**config.mk**
```make
export PLATFORM = sky130hd
export DESIGN_NAME = rpn_stack
export DESIGN_NICKNAME = d
export VERILOG_FILES = /design/src/rtl/rpn_pkg.sv /design/src/rtl/rpn_stack_ram.sv /design/src/rtl/rpn_stack.sv
export SDC_FILE = /design/constraint.sdc
export NUM_CORES = 1
export LEC_CHECK = 0
export BUFFER_PORTS_ARGS = -buffer_cell sky130_fd_sc_hd__buf_2
export CELL_PAD_IN_SITES_DETAIL_PLACEMENT = 0
export CELL_PAD_IN_SITES_GLOBAL_PLACEMENT = 1
export CORE_UTILIZATION = 51
export CTS_CLUSTER_DIAMETER = 60
export DETAILED_ROUTE_END_ITERATION = 10
export PLACE_DENSITY = 0.79
export SLEW_MARGIN = 20
export SYNTH_ARGS = -nofsm -noshare
export SYNTH_HDL_FRONTEND = slang
export SYNTH_SLANG_ARGS = --single-unit
export TNS_END_PERCENT = 1
```
**constraint.sdc**
```tcl
create_clock -name CLOCK_50 -period 2.9 [get_ports CLOCK_50]
set_input_delay 0.145 -clock CLOCK_50 [delete_from_list [all_inputs] [get_ports CLOCK_50]]
set_output_delay 0.145 -clock CLOCK_50 [all_outputs]
set_load 0.01 [all_outputs]
```
**src/rtl/rpn_pkg.sv**
```systemverilog
// rpn_pkg: constants shared by the RPN calculator blocks (stack-pointer FSM,
// operand stack, ALU).
//   CMD_*       2-bit command encoding issued to the operand stack
//   RPN_WIDTH   default operand width
//   RPN_DEPTH   default operand stack depth
package rpn_pkg;

  localparam logic [1:0] CMD_NOP   = 2'b00;
  localparam logic [1:0] CMD_PUSH  = 2'b01;
  localparam logic [1:0] CMD_POP   = 2'b10;
  localparam logic [1:0] CMD_BINOP = 2'b11;

  localparam int RPN_WIDTH = 8;
  localparam int RPN_DEPTH = 16;

endpackage

```
**src/rtl/rpn_stack_ram.sv**
```systemverilog
// rpn_stack_ram: DEPTH x WIDTH register file backing the operand stack.
//   CLOCK_50  in   write clock, rising edge
//   wr_en     in   write enable
//   wr_addr   in   write address
//   wr_data   in   write data
//   rd_addr   in   asynchronous read address
//   rd_data   out  read data; 0 for an address beyond DEPTH-1
// Contents are not reset.
module rpn_stack_ram #(
  parameter int WIDTH = 8,
  parameter int DEPTH = 16,
  parameter int AW    = (DEPTH > 1) ? $clog2(DEPTH) : 1
) (
  input  logic             CLOCK_50,
  input  logic             wr_en,
  input  logic [AW-1:0]    wr_addr,
  input  logic [WIDTH-1:0] wr_data,
  input  logic [AW-1:0]    rd_addr,
  output logic [WIDTH-1:0] rd_data
);

  logic [WIDTH-1:0] mem [DEPTH];

  always_ff @(posedge CLOCK_50) begin
    if (wr_en && (int'(wr_addr) < DEPTH)) begin
      mem[wr_addr] <= wr_data;
    end
  end

  // Non-power-of-two depths leave address codes with no backing entry.
  always_comb begin
    rd_data = '0;
    if (int'(rd_addr) < DEPTH) begin
      rd_data = mem[rd_addr];
    end
  end

endmodule

```
**src/rtl/rpn_stack.sv**
```systemverilog
// rpn_stack: LIFO operand stack for the RPN calculator with the top two
// entries cached in registers so the ALU sees both operands immediately.
//   CLOCK_50     in   system clock, rising edge
//   RESET_N      in   asynchronous active-low reset
//   clear        in   synchronous clear of stack and flags, overrides cmd
//   cmd          in   00 NOP, 01 PUSH, 10 POP, 11 BINOP
//   push_data    in   operand for PUSH
//   result_data  in   ALU result for BINOP (from tos/nos this cycle)
//   tos, nos     out  cached top / next-on-stack, 0 when not present
//   depth        out  number of valid entries
//   full, empty  out  decoded from depth
//   overflow     out  sticky, PUSH while full
//   underflow    out  sticky, POP while empty or BINOP with depth < 2
//   cmd_ok       out  registered acceptance of the previous command
module rpn_stack
  import rpn_pkg::*;
#(
  parameter int WIDTH = RPN_WIDTH,
  parameter int DEPTH = RPN_DEPTH,
  parameter int CNT_W = $clog2(DEPTH + 1)
) (
  input  logic             CLOCK_50,
  input  logic             RESET_N,
  input  logic             clear,
  input  logic [1:0]       cmd,
  input  logic [WIDTH-1:0] push_data,
  input  logic [WIDTH-1:0] result_data,
  output logic [WIDTH-1:0] tos,
  output logic [WIDTH-1:0] nos,
  output logic [CNT_W-1:0] depth,
  output logic             full,
  output logic             empty,
  output logic             overflow,
  output logic             underflow,
  output logic             cmd_ok
);

  localparam int AW = (DEPTH > 1) ? $clog2(DEPTH) : 1;
  localparam logic [CNT_W-1:0] DEPTH_C = CNT_W'(DEPTH);
  localparam logic [CNT_W-1:0] TWO     = CNT_W'(2);
  localparam logic [CNT_W-1:0] THREE   = CNT_W'(3);

  logic [CNT_W-1:0] depth_q;
  logic [WIDTH-1:0] tos_q;
  logic [WIDTH-1:0] nos_q;
  logic             ovf_q;
  logic             unf_q;
  logic             ok_q;

  logic             push_ok;
  logic             pop_ok;
  logic             bin_ok;
  logic             wr_en;
  logic [AW-1:0]    wr_addr;
  logic [WIDTH-1:0] wr_data;
  logic [AW-1:0]    rd_addr;
  logic [WIDTH-1:0] rd_data;
  logic [WIDTH-1:0] refill;

  assign full  = (depth_q == DEPTH_C);
  assign empty = (depth_q == '0);

  always_comb begin
    push_ok = (cmd == CMD_PUSH)  && !full;
    pop_ok  = (cmd == CMD_POP)   && !empty;
    bin_ok  = (cmd == CMD_BINOP) && (depth_q >= TWO);
    wr_en   = !clear && (push_ok || bin_ok);
    // PUSH appends at depth; BINOP overwrites the entry that held nos.
    wr_addr = push_ok ? AW'(depth_q) : AW'(depth_q - TWO);
    wr_data = push_ok ? push_data : result_data;
    // Entry below nos becomes the new nos after POP/BINOP. The subtraction
    // wraps when depth < 3, so the data is discarded in that case.
    rd_addr = AW'(depth_q - THREE);
    refill  = (depth_q >= THREE) ? rd_data : '0;
  end

  rpn_stack_ram #(
    .WIDTH (WIDTH),
    .DEPTH (DEPTH),
    .AW    (AW)
  ) u_ram (
    .CLOCK_50 (CLOCK_50),
    .wr_en    (wr_en),
    .wr_addr  (wr_addr),
    .wr_data  (wr_data),
    .rd_addr  (rd_addr),
    .rd_data  (rd_data)
  );

  always_ff @(posedge CLOCK_50 or negedge RESET_N) begin
    if (!RESET_N) begin
      depth_q <= '0;
      tos_q   <= '0;
      nos_q   <= '0;
      ovf_q   <= 1'b0;
      unf_q   <= 1'b0;
      ok_q    <= 1'b0;
    end else if (clear) begin
      depth_q <= '0;
      tos_q   <= '0;
      nos_q   <= '0;
      ovf_q   <= 1'b0;
      unf_q   <= 1'b0;
      ok_q    <= 1'b0;
    end else begin
      ok_q <= push_ok || pop_ok || bin_ok;
      unique case (cmd)
        CMD_PUSH: begin
          if (push_ok) begin
            nos_q   <= tos_q;
            tos_q   <= push_data;
            depth_q <= depth_q + 1'b1;
          end else begin
            ovf_q <= 1'b1;
          end
        end
        CMD_POP: begin
          if (pop_ok) begin
            tos_q   <= nos_q;
            nos_q   <= refill;
            depth_q <= depth_q - 1'b1;
          end else begin
            unf_q <= 1'b1;
          end
        end
        CMD_BINOP: begin
          if (bin_ok) begin
            tos_q   <= result_data;
            nos_q   <= refill;
            depth_q <= depth_q - 1'b1;
          end else begin
            unf_q <= 1'b1;
          end
        end
        default: ;
      endcase
    end
  end

  assign tos       = tos_q;
  assign nos       = nos_q;
  assign depth     = depth_q;
  assign overflow  = ovf_q;
  assign underflow = unf_q;
  assign cmd_ok    = ok_q;

endmodule
```
==> results list <==
- Clock-pin slew was measured on the worst setup and hold paths at 0.06 ns.
- Number of setup buffers added after CTS: 0
* Async set-reset flop share out of synthesis: 15.79%
- The tree built by TritonCTS fans out to 152 sinks.
- Transition time of the tightest slew-check pin: 0.7704 ns
* Setup TNS Final: 0 ns
- Data on the critical path is required at its endpoint by 2.96 ns.
* Residual antenna-violating net count after detailed routing: 0
* Number of buffers between clock root and the deepest sink: 2
- The critical path runs through a total of 8 cells.
- The cell family contributing the most delay on the critical path is simple AND/OR/NAND/NOR gates.
- Cell-by-cell trace of the critical path: inv_2 > ha_1 > nor4bb_1 > buf_4 > nor3b_4 > nor3b_1 > mux2i_2 > nor2_1
- TritonCTS built the clock tree.
- All-layer global routing usage: 23.18%
- Setup repair after global routing left no endpoint under its margin.
* Portion of the post-synthesis area used by sequential elements: 66.11%
- Post-DP HPWL: 9442 µm
- The worst hold path belongs to the class in2reg.
- The initial antenna violation count is 0.
* Lkg Pwr: 2.799 nW
- The count of final max-slew check failures was 0.
* Data arrival at the endpoint of the critical path: 2.68 ns
- Of the cells placed in the final design, the portion with a size suffix greater than 1 is 30.27%.
- Worst R2R Path Depth: 8
- The synthesized netlist occupies a cell area of 6723 µm².
- Dpl cell area: 7201 µm²
* Largest clock skew in the final design: 0.006902 ns
- Across all setup checks in the final design, the least slack found is 0.2798 ns.
- Startpoint type of the worst setup path: flip-flop
- Post-detailed-routing wire length: 14,250 µm
* Num rows: 41
- H-tree levels: 4
* Register bit total from synthesis: 152
* Worst voltage drop across the vdd grid: 0.5561 mV
- Detailed-route vias per instance: 5.876
- The initial utilization of the core area, before any placement, comes to 52.84%.
- Setup crit end kind: flip-flop
- In this run, synthesis inferred 128 flip-flops with an integrated enable.
- Min cycle time layout: 2.620 ns
* Wire per inst: 21.89 µm
- Vias in the first global route: 3,723
- Number of DRC markers in iteration 0: 400
- The critical path is of the reg2reg type.
- Layout-stage area growth over the synthesis result: 15.84%
* Die Span X: 116.8 µm
- Among all stages on the critical path, the largest delay is contributed by sky130_fd_sc_hd__nor2_1.
- Total setup violations reported at the end of the flow: 0
- Overall overflow remaining after global route: 0
* Top fanout value on the critical path: 8
- Clock network latency to the later pin of the worst-skew pair: 0.42 ns
- On the worst path, the slowest cell contributes a delay of 0.56 ns.
- When the netlist entered floorplanning its net count stood at 435.
- The most used flip-flop cell after synthesis is sky130_fd_sc_hd__edfxtp_1.
- Antenna cell count: 0
- The first global-routing pass estimated 21,960 µm of wire.
* Power density over the cells: 1043 nW/µm²
- The average instance in the mapped netlist occupies 16.64 µm².
- Buffers plus inverters on the worst setup path: 2
* Post-route cell area: 7787 µm²
- Detailed-route DRC error count: 0
- Maximum number of pins on one net before global-route repair: 41
* Vias: 3,825
* # port buffers: 46
* Top-level port count: 47
- The number of gates resized after CTS was 0.
- The die covers 13,640 µm².
- In the finished design, the share of the clock period the worst path needs comes to 90.35%.
* Minimum setup slack after placement: 0.2548 ns
* Clock buffer count from CTS: 17
* NumNets Final: 497
* Post-layout util: 61.21%
- Relative slew margins: 48.64%
- After floorplanning, the core was sized to cover 12,720 µm².
- Unique masters post-synth: 49
- WHS Path Cells: 3
- Yosys printed 0 warnings.
* Total of max-cap violations: 0
- Final Hold Viols: 0
- Before antenna repair, the detailed router went through 5 iterations.
- Counting every instance in the synthesized netlist gives 404.
* Weighted congestion at the end of routability-driven global placement: 0.8610
- Outcome: completed
* Vertical die dimension: 116.8 µm
- Total chip power: 8.122 mW
- In this run the clock root is driven by a sky130_fd_sc_hd__clkbuf_16.
- Fmax: 381.7 MHz
## power by group
part           switching, mW  leakage, nW  internal [mW]  total [mW]
Sequential             0.129         1.47           2.64        2.77
Combinational           1.83         1.05           1.39        3.22
Clock                  0.866        0.277           1.27        2.13
## metal layers
layer	vias to the layer above	GRT usage (%)	part of all wire (%)
met4	0	10.97	2.4
met1	1950	35.03	48
met5	-	0	0
li1	1720	-	-
met3	26	3.656	4.8
met2	129	33.25	45
## metrics by stage
step                instances  hold WS [ns]
floorplan                 404       -0.1506
global placement          618        0.1681
detailed placement        618        0.1726
CTS                       651       0.04441
global route              651       0.05630
finish                    651       0.05630
## cell families after synthesis
logic type,Yosys count,share of synthesized area [%]
simple gates,80,5.714
buf+inv,30,2.345
mux,62,15.84
fa+ha+maj,10,1.973
xor+xnor,8,1.266
flops,152,66.11
compound gates,62,6.756
## Yosys cell counts, types with 4 or more instances
cell | instances | area share [%]
sky130_fd_sc_hd__a21oi_1 | 16 | 1.2
sky130_fd_sc_hd__a221o_1 | 7 | 1.0
sky130_fd_sc_hd__a22oi_1 | 15 | 1.7
sky130_fd_sc_hd__buf_2 | 9 | 0.67
sky130_fd_sc_hd__clkbuf_1 | 7 | 0.39
sky130_fd_sc_hd__dfrtp_1 | 24 | 8.9
sky130_fd_sc_hd__edfxtp_1 | 128 | 57
sky130_fd_sc_hd__ha_1 | 9 | 1.7
sky130_fd_sc_hd__inv_1 | 4 | 0.22
sky130_fd_sc_hd__mux2_1 | 8 | 1.3
sky130_fd_sc_hd__mux2i_1 | 17 | 2.5
sky130_fd_sc_hd__mux4_2 | 33 | 11
sky130_fd_sc_hd__nand2_1 | 28 | 1.6
sky130_fd_sc_hd__nor2_1 | 28 | 1.6
sky130_fd_sc_hd__nor3b_1 | 9 | 1.0
sky130_fd_sc_hd__o211ai_1 | 8 | 0.89
## worst reg2reg max path, cell delays in order (launching register included)
cell and delay (ns):
sky130_fd_sc_hd__dfrtp_2 0.41, sky130_fd_sc_hd__inv_2 0.10, sky130_fd_sc_hd__ha_1 0.20, sky130_fd_sc_hd__nor4bb_1 0.21, sky130_fd_sc_hd__buf_4 0.19, sky130_fd_sc_hd__nor3b_4 0.06
sky130_fd_sc_hd__nor3b_1 0.34, sky130_fd_sc_hd__mux2i_2 0.18, sky130_fd_sc_hd__nor2_1 0.56
## worst paths after layout
kind / startpoint / to / slack [ns]
setup / recovery: depth[0]$_DFFE_PN0P_ / u_ram.mem[12][1]$_DFFE_PP_ / 0.28
hold / removal: push_data[7] / tos[7]$_DFFE_PN0P_ / 0.06
setup reg to reg: depth[0]$_DFFE_PN0P_ / u_ram.mem[12][1]$_DFFE_PP_ / 0.28
hold reg to reg: underflow$_DFFE_PN0P_ / underflow$_DFFE_PN0P_ / 0.50
max in group asynchronous: RESET_N / depth[0]$_DFFE_PN0P_ / 2.25
min in group asynchronous: RESET_N / depth[2]$_DFFE_PN0P_ / 0.25
## cell type report
cell class / count / area (µm²)
inverter: 5 / 18.77
timing repair buffer: 68 / 410.4
sequential: 152 / 4446
multi-input combinational: 222 / 2121
clock buffer: 18 / 429.2
tap: 172 / 215.2
clock inverter: 14 / 147.6
fill: 973 / 4935
## flip-flops by register name (all words and copies together) (netlist names)
name       cells
u_ram.mem    128
nos            8
tos            8
depth          5
cmd_ok         1
overflow       1
underflow      1
## cells in the final DEF (no fill, tap or decap), types with 4 or more instances in the layout
master and instances:
sky130_fd_sc_hd__edfxtp_1 128, sky130_fd_sc_hd__nor2_1 28, sky130_fd_sc_hd__mux2i_1 17, sky130_fd_sc_hd__ha_1 9, sky130_fd_sc_hd__nor3b_1 9, sky130_fd_sc_hd__clkbuf_16 17, sky130_fd_sc_hd__a21oi_1 16, sky130_fd_sc_hd__dfrtp_1 23
sky130_fd_sc_hd__mux4_2 33, sky130_fd_sc_hd__buf_2 46, sky130_fd_sc_hd__inv_1 4, sky130_fd_sc_hd__o211ai_1 8, sky130_fd_sc_hd__nand2_1 28, sky130_fd_sc_hd__a22oi_1 15, sky130_fd_sc_hd__buf_4 20, sky130_fd_sc_hd__mux2_1 8
sky130_fd_sc_hd__a221o_1 7
## repair_timing
action,4_1_cts,5_1_grt
hold endpoints to repair,24,0
setup endpoints to repair,0,0
hold buffers,1,0
No activity file was read; power rests on OpenSTA's default activity.
